--- src/rtl/multdiv_ctrl.sv ---
// multdiv_ctrl: sequencer between the execute stage and a shared multi-cycle
// multiplier/divider.
//
// Captures one mult/div request from execute and freezes the front of the
// pipe while it runs. It pulses the unit's start strobe once, then waits for
// the result or a timeout. It finishes with a single writeback request, or
// with a write of an exception code to r30.
//
// Ports
//   clock, reset       : rising-edge clock, synchronous active-high reset
//   isMult, isDiv      : execute-stage op decode (both high = illegal, ignored)
//   flush              : kill any in-flight operation / block a new one
//   opA, opB, rd       : execute-stage operands and destination
//   md_result          : result from the multiplier/divider
//   md_exception       : unit reports overflow / divide-by-zero
//   md_resultRDY       : md_result valid this cycle
//   stall              : freeze fetch/decode/execute
//   ctrl_MULT/ctrl_DIV : one-cycle start strobes to the unit
//   md_opA, md_opB     : latched operands to the unit
//   wb_valid, wb_rd,
//   wb_data            : writeback request
//   busy               : controller is not idle
module multdiv_ctrl #(
  parameter int TIMEOUT  = 63,
  parameter int EXC_MULT = 4,
  parameter int EXC_DIV  = 5
) (
  input  logic        clock,
  input  logic        reset,
  input  logic        isMult,
  input  logic        isDiv,
  input  logic        flush,
  input  logic [31:0] opA,
  input  logic [31:0] opB,
  input  logic [4:0]  rd,
  input  logic [31:0] md_result,
  input  logic        md_exception,
  input  logic        md_resultRDY,
  output logic        stall,
  output logic        ctrl_MULT,
  output logic        ctrl_DIV,
  output logic [31:0] md_opA,
  output logic [31:0] md_opB,
  output logic        wb_valid,
  output logic [4:0]  wb_rd,
  output logic [31:0] wb_data,
  output logic        busy
);

  typedef enum logic [1:0] {IDLE, START, BUSY, DONE} state_t;

  localparam logic [5:0]  TO_CNT   = 6'(TIMEOUT);
  localparam logic [31:0] EXC_M_W  = 32'(EXC_MULT);
  localparam logic [31:0] EXC_D_W  = 32'(EXC_DIV);
  localparam logic [4:0]  EXC_REG  = 5'd30;

  state_t      state_q, state_d;
  logic [5:0]  cnt_q, cnt_d;
  logic [31:0] opa_q, opa_d;
  logic [31:0] opb_q, opb_d;
  logic [4:0]  rd_q, rd_d;
  logic        div_q, div_d;
  logic [31:0] res_q, res_d;
  logic        exc_q, exc_d;

  logic        req;
  logic [5:0]  cnt_inc;

  // Reset also blocks a request so that stall stays low while reset is held.
  assign req     = (isMult ^ isDiv) & ~flush & ~reset;
  // Saturating increment. The counter holds the number of BUSY cycles
  // completed so far. Timeout is judged on the post-increment value, so the
  // forced completion lands on the TIMEOUT-th BUSY cycle.
  assign cnt_inc = (cnt_q == 6'd63) ? cnt_q : cnt_q + 6'd1;

  always_ff @(posedge clock) begin
    if (reset) begin
      state_q <= IDLE;
      cnt_q   <= '0;
      opa_q   <= '0;
      opb_q   <= '0;
      rd_q    <= '0;
      div_q   <= 1'b0;
      res_q   <= '0;
      exc_q   <= 1'b0;
    end else begin
      state_q <= state_d;
      cnt_q   <= cnt_d;
      opa_q   <= opa_d;
      opb_q   <= opb_d;
      rd_q    <= rd_d;
      div_q   <= div_d;
      res_q   <= res_d;
      exc_q   <= exc_d;
    end
  end

  always_comb begin
    state_d   = state_q;
    cnt_d     = cnt_q;
    opa_d     = opa_q;
    opb_d     = opb_q;
    rd_d      = rd_q;
    div_d     = div_q;
    res_d     = res_q;
    exc_d     = exc_q;
    stall     = 1'b0;
    ctrl_MULT = 1'b0;
    ctrl_DIV  = 1'b0;
    wb_valid  = 1'b0;

    unique case (state_q)
      IDLE: begin
        if (req) begin
          stall   = 1'b1;
          opa_d   = opA;
          opb_d   = opB;
          rd_d    = rd;
          div_d   = isDiv;
          exc_d   = 1'b0;
          state_d = START;
        end
      end
      START: begin
        stall = 1'b1;
        if (flush) begin
          state_d = IDLE;
        end else begin
          ctrl_MULT = ~div_q;
          ctrl_DIV  = div_q;
          cnt_d     = '0;
          state_d   = BUSY;
        end
      end
      BUSY: begin
        stall = 1'b1;
        cnt_d = cnt_inc;
        if (flush) begin
          state_d = IDLE;
        end else if (md_resultRDY) begin
          // A result on the timeout cycle still wins over the forced exception.
          res_d   = md_result;
          exc_d   = md_exception;
          state_d = DONE;
        end else if (cnt_inc == TO_CNT) begin
          exc_d   = 1'b1;
          state_d = DONE;
        end
      end
      DONE: begin
        // A normal result aimed at r0 is dropped; an exception always writes r30.
        wb_valid = ~flush & (exc_q | (rd_q != 5'd0));
        state_d  = IDLE;
      end
      default: state_d = IDLE;
    endcase
  end

  assign md_opA  = opa_q;
  assign md_opB  = opb_q;
  assign busy    = (state_q != IDLE);
  assign wb_rd   = !wb_valid ? 5'd0  : (exc_q ? EXC_REG : rd_q);
  assign wb_data = !wb_valid ? 32'd0 : (exc_q ? (div_q ? EXC_D_W : EXC_M_W) : res_q);

endmodule
--- config.mk ---
export PLATFORM = sky130hd
export DESIGN_NAME = multdiv_ctrl
export DESIGN_NICKNAME = d
export VERILOG_FILES = /design/src/rtl/multdiv_ctrl.sv
export SDC_FILE = /design/constraint.sdc
export NUM_CORES = 1
export LEC_CHECK = 0
export ABC_CLOCK_PERIOD_IN_PS = 1960
export BUFFER_PORTS_ARGS = -buffer_cell sky130_fd_sc_hd__buf_2
export CORE_MARGIN = 10
export CORE_UTILIZATION = 42
export DETAILED_ROUTE_END_ITERATION = 12
export PLACE_DENSITY = 0.77
export SETUP_SLACK_MARGIN = 0.02
export SYNTH_ARGS = -nofsm -noshare
export SYNTH_HDL_FRONTEND = slang
export SYNTH_SLANG_ARGS = --single-unit
--- constraint.sdc ---
create_clock -name clock -period 1.96 [get_ports clock]
set_clock_uncertainty 0.1 [all_clocks]
set_input_delay 0.098 -clock clock [delete_from_list [all_inputs] [get_ports clock]]
set_output_delay 0.098 -clock clock [all_outputs]
set_load 0.03 [all_outputs]
* Word-level counts from Yosys, hierarchy flattened *
Cells that the tools add are included.

word-level totals
  register bits after elaboration = 111
  input port bits = 108
  word-level logic and storage cells = 64

operators by class
  add/sub/neg operators = 1
  eq/ne operators = 10
  multiplexer cells = 26
  bitwise logic cells = 8
  reductions and logical operators = 11

operator list
  kind                   count
  $mux W32               2
  $eq A6 B6 Y1 const B   2
  $mux W6                2
  $pmux W6 S2            1
  $mux W1                11
  $mux W2                5
  $mux W5                2
  $pmux W2 S4            1
  $add A6 B1 Y6 const B  1
  $ne A2 B2 Y1 const B   3
  $reduce_and A2 Y1      3
  $reduce_bool A2 Y1     3
  $reduce_bool A5 Y1     1
  $eq A2 B2 Y1 const B   2
  $ne A4 B4 Y1 const B   1
  $pmux W1 S2            2
  $reduce_and A4 Y1      1
  $and A1 B1 Y1          3
  $ne A3 B3 Y1 const B   1
  $not A1 Y1             3
  $reduce_and A3 Y1      1
  $eq A2 B1 Y1 const B   1
  $logic_not A2 Y1       1
  $reduce_or A2 Y1       1
  other kinds (2)        2

* Logic depth before layout (Yosys ltp) *
  depth in word-level cells = 7
  gate-level depth with buffers = 8
  depth with buffers taken out = 7

* Least setup slack after synthesis *
OpenSTA, ideal clock, no wires.

  path kind = register to output
  start point = reg state_q[0]
  end point = out stall
  arrival = 1.984 ns
  path slack = -0.222 ns
  cell stages (with the launch flop) = 8
  buffers on the path = 1
  cells stage by stage = dfxtp_1 > inv_1 > ha_1 > inv_1 > nor4_4 > clkbuf_1 > nor2_1 > nor2_1

on the way
  word-level cells in the longest chain between the ends = 3
  elaborated cells on any way between the ends = 5
  those cells by class = eq/ne (2); mux (1); reduce/logical (2)

ends and longest elaborated chain
  element                                       RTL line  RTL
  from (decl)                                   57        state_t state_q, state_d;
  from (signal assigned)                        87        state_q <= state_d;
  $eq A2 B2 Y1 or $eq A2 B1 Y1 (tied branches)  112       unique case (state_q)
  $reduce_or A2 Y1 (no source line)             -
  $pmux W1 S2 *                                 112
  to (decl)                                     39        output logic stall,

Mark *: on every way between the ends. The rest lies on a longest branch, timed or not.

* Worst setup path after layout *
  start point = reg rd_q[0]
  end point = out wb_data[12]

on the way
  word-level cells in the longest chain between the ends = 5

ends and longest elaborated chain
  element                 RTL line  RTL
  from (decl)             61        logic [4:0] rd_q, rd_d;
  from (signal assigned)  91        rd_q <= rd_d;
  $reduce_bool A5 Y1      152       wb_valid = ~flush & (exc_q | (rd_q != 5'd0));
  $or A1 B1 Y1            152
  $and A1 B1 Y1           152
  $mux W1                 112
  $mux W32                163       assign wb_data = !wb_valid ? 32'd0 : (exc_q ? (div_q ? EXC_D_W : EXC_M_W) : res_q);
  to (decl)               46        output logic [31:0] wb_data,

Every way passes these cells.

==> flow_summary.yaml <==
synthesis:
  netlist_area_mm2: 0.00445
  post_synth_inst_count: 586
  synthTopCellsByCount: "sky130_fd_sc_hd__nand2_1, sky130_fd_sc_hd__dfxtp_1, sky130_fd_sc_hd__a21oi_1"
  share_of_synthesized_flip_flops_with_an_asynchronous_set_or_reset_pct: 0
  yosysUniqueCellTypes: 37
  yosys_most_used_dff: "sky130_fd_sc_hd__dfxtp_1"
  seq_area_frac_synth_pct: 49.9
  post-synth-top-area-fraction_pct: 49.9
  synth-edff-count: 0
  synth_seq_cells: 111
  synthMostInstantiatedCell: "sky130_fd_sc_hd__nand2_1"
  synth.largest_area_cell: "sky130_fd_sc_hd__dfxtp_1"
  synthTopCellsByArea: "sky130_fd_sc_hd__dfxtp_1, sky130_fd_sc_hd__nand2_1, sky130_fd_sc_hd__a21oi_1, sky130_fd_sc_hd__and2_1, sky130_fd_sc_hd__clkbuf_1"
  postSynthNetCount: 699
  syn_area_per_cell_um2: 7.60
  yosysWarningCount: 0
run_status:
  result_of_the_run: "finished with violations"
  failed_checks: "setup timing"
global_route:
  grt_max_degree: 59
  grt.overflow.total: 0
  first_pass_grt_wire_length_mm: 26.9
  grt_antenna_before_repair: 2
  grtUsageTotal_pct: 21.8
  vias_in_the_first_global_route: 5421
setup_path:
  crit_type: "reg2out"
  critical_path.max_fanout: 31
  critical_path.reg2reg.endpoint: "state_q[0]"
  ordered_list_of_cells_on_the_worst_path: "or4_4 -> nor2_4 -> nor3_2 -> buf_12 -> and2_1 -> buf_6"
  crit_path_start_kind: "register"
  reg2reg_from: "cnt_q[1]"
  critical_path.endpoint_type: "output pin"
  timing.reg2reg.setup_slack_ns: 0.12
  worstPathBufferInverterCount: 2
  worst-endpoint-arrival_ns: 1.93
  timing.critical_path.max_delay_family: "simple AND/OR/NAND/NOR gates"
  cp.required_ns: 1.76
  worst_r2r_path_depth: 6
  critPathMaxStageDelay_ns: 0.55
  slowest_stage_cell_cp: "sky130_fd_sc_hd__or4_4"
place:
  port_buffers: 213
  gp_congestion: 0.814
  placed_area_mm2: 0.00573
  hpwl_detailed_mm: 10.9
  pre_cts_slack_ns: -0.0701
  place.detailed.instances: 911
timing:
  slew_violations: 0
  max_freq_mhz: 469
  number_of_hold_slack_violations_in_the_final_timing_report: 0
  timing.hold.ws_ns: 0.163
  layout_min_cycle_time_ns: 2.13
  worst_pin_slew_ns: 0.602
  timing.slew.headroom_pct: 59.9
  share_of_the_clock_period_used_by_the_worst_path_pct: 109
  final_ws_setup_ns: -0.171
  rsz0062_at_grt: "true"
  timing.final.setup_violations: 33
  fin_tns_setup_ns: -4.49
drt:
  detail_route.drc_violations: 0
  routed_via_density: 5.08
  detailedRoute.firstIterationViolations: 412
  detail_route.wirelength_mm: 17.5
  routed-via-count: 5264
  drt_pass1_iterations: 5
  final_antenna_net_count: 0
  routedWlPerCell_um: 16.9
cells_and_area:
  layout-drive-gt1-share_pct: 31.6
  multiInputGateArea_mm2: 0.00215
  areaGrowthSynthToFinish_pct: 64.3
  design_area_mm2: 0.00731
  layoutNonFillerInstCount: 1037
  core_utilization_of_the_finished_layout_pct: 70.9
  seqCellArea_mm2: 0.00223
  fin_nets: 1007
  final.fill_count: 766
power:
  power.share.combinational_pct: 21.4
  worst_ir_drop_vdd_mv: 0.454
  clock_power_share_pct: 26.5
  intPower_mw: 3.24
  switching_power_mw: 1.32
  share_seq_of_total_power_pct: 52.1
  p_per_area_mw_per_mm2: 624
  total_power_mw: 4.56
  netSwitchingFraction_pct: 29.0
  cell_leakage_power_nw: 3.10
floorplanning:
  die-height_um: 123
  design.core.area_mm2: 0.0103
  initial_core_utilization_pct: 43.1
  fp-row-count: 37
  die_area_mm2: 0.0151
  num_io_pins: 214
  chipWidth_um: 123
cts:
  clkSlewWorstSetupHoldPaths_ns: 0.10
  numCtsBuffers: 9
  max-clock-path-buffers: 2
  tritoncts: "yes"
  clock_sink_count: 111
  cts.htree.levels: 3
  clockRootBuffer: "sky130_fd_sc_hd__clkbuf_8"
  clkLatencyLatePin_ns: 0.36
min_path:
  min_path_type: "in2reg"
  hold_end: "state_q[1]"
  hp-start: "flush"
  worst_hold_path.num_cells: 4
flow_run:
  max_cap_violations: 0
-- how the worst max path moves through the flow --
stage / start / endpoint / slack [ns] / cells after the start
2_1_floorplan: state_q[0] / md_opB[10] / 0.07 / 8
3_3_place_gp: state_q[0] / md_opA[24] / -0.006 / 7
3_5_place_dp: state_q[0] / md_opB[21] / -0.07 / 7
4_1_cts: rd_q[0] / wb_data[31] / -0.17 / 6
5_1_grt: rd_q[0] / wb_data[12] / -0.26 / 6
6_report: rd_q[0] / wb_data[12] / -0.17 / 6
-- final cells by class --
type / count / area share (%)
clock buffer: 10 / 1.74
antenna: 3 / 0.103
sequential: 111 / 30.4
multi-input combinational: 425 / 29.4
clock inverter: 5 / 0.479
tap: 136 / 2.33
timing repair buffer: 340 / 35.2
inverter: 7 / 0.359
-- cell usage in the layout (no fill, tap or decap), types with 3 or more instances in the layout --
cell type                         n
sky130_fd_sc_hd__nand2_1        216
sky130_fd_sc_hd__buf_2          172
sky130_fd_sc_hd__dfxtp_1        108
sky130_fd_sc_hd__a21oi_1        105
sky130_fd_sc_hd__dlygate4sd3_1  102
sky130_fd_sc_hd__buf_6           36
sky130_fd_sc_hd__and2_1          31
sky130_fd_sc_hd__buf_4           24
sky130_fd_sc_hd__nor2_1          10
sky130_fd_sc_hd__clkbuf_8         9
sky130_fd_sc_hd__nor2_2           5
sky130_fd_sc_hd__buf_12           5
sky130_fd_sc_hd__inv_1            4
sky130_fd_sc_hd__nand3_1          4
sky130_fd_sc_hd__o21ai_0          4
sky130_fd_sc_hd__diode_2          3
sky130_fd_sc_hd__inv_2            3
sky130_fd_sc_hd__dfxtp_2          3
-- metal layers --
metal | up-vias | part of all wire, % | track usage, % | wire length (um)
met1 | 2431 | 38 | 24.4 | 6590
met2 | 284 | 48 | 36.8 | 8480
met4 | 0 | 2.0 | 8.03 | 353
li1 | 2520 | - | - | -
met3 | 29 | 12 | 8.84 | 2110
met5 | - | 0 | 0 | 0
-- flip-flops by register name, indices dropped and copies added (netlist names) --
| signal | count |
|---|---|
| md_opB | 32 |
| div_q | 1 |
| res_q | 32 |
| cnt_q | 6 |
| exc_q | 1 |
| md_opA | 32 |
| rd_q | 5 |
| state_q | 2 |
-- cell families after synthesis --
group	count (synthesis)	synth area share [%]
AOI/OAI and AO/OA	129	15.9
xor gates and xnor gates	1	0.197
adders and majority gates	5	1.41
buffers and inverters	50	4.53
DFF	111	49.9
muxes	1	0.225
and+or+nand+nor	289	27.9
-- power groups by stage --
stage / logic (mW) / clock network [mW] / registers, mW
floorplan: 0.302 / 0 / 2.54
global placement: 0.709 / 0 / 2.42
detailed placement: 0.726 / 0 / 2.42
CTS: 0.942 / 1.25 / 2.37
global route: 1.05 / 1.34 / 2.39
finish: 0.974 / 1.21 / 2.38
-- what timing repair did --
item | in CTS | in global routing
endpoints found under the setup margin | 107 | 118
endpoints found under the hold margin | 102 | 0
hold buffers | 102 | 0
buffers inserted | 6 | 0
pin swaps | 4 | 1
gates resized for setup | 86 | 26
-- worst min-delay path: stages --
cell and delay, ns:
sky130_fd_sc_hd__buf_2 0.11, sky130_fd_sc_hd__buf_4 0.19, sky130_fd_sc_hd__nor4_1 0.08, sky130_fd_sc_hd__o2bb2ai_1 0.11
Note: power is estimated with default switching activity, not from simulation.
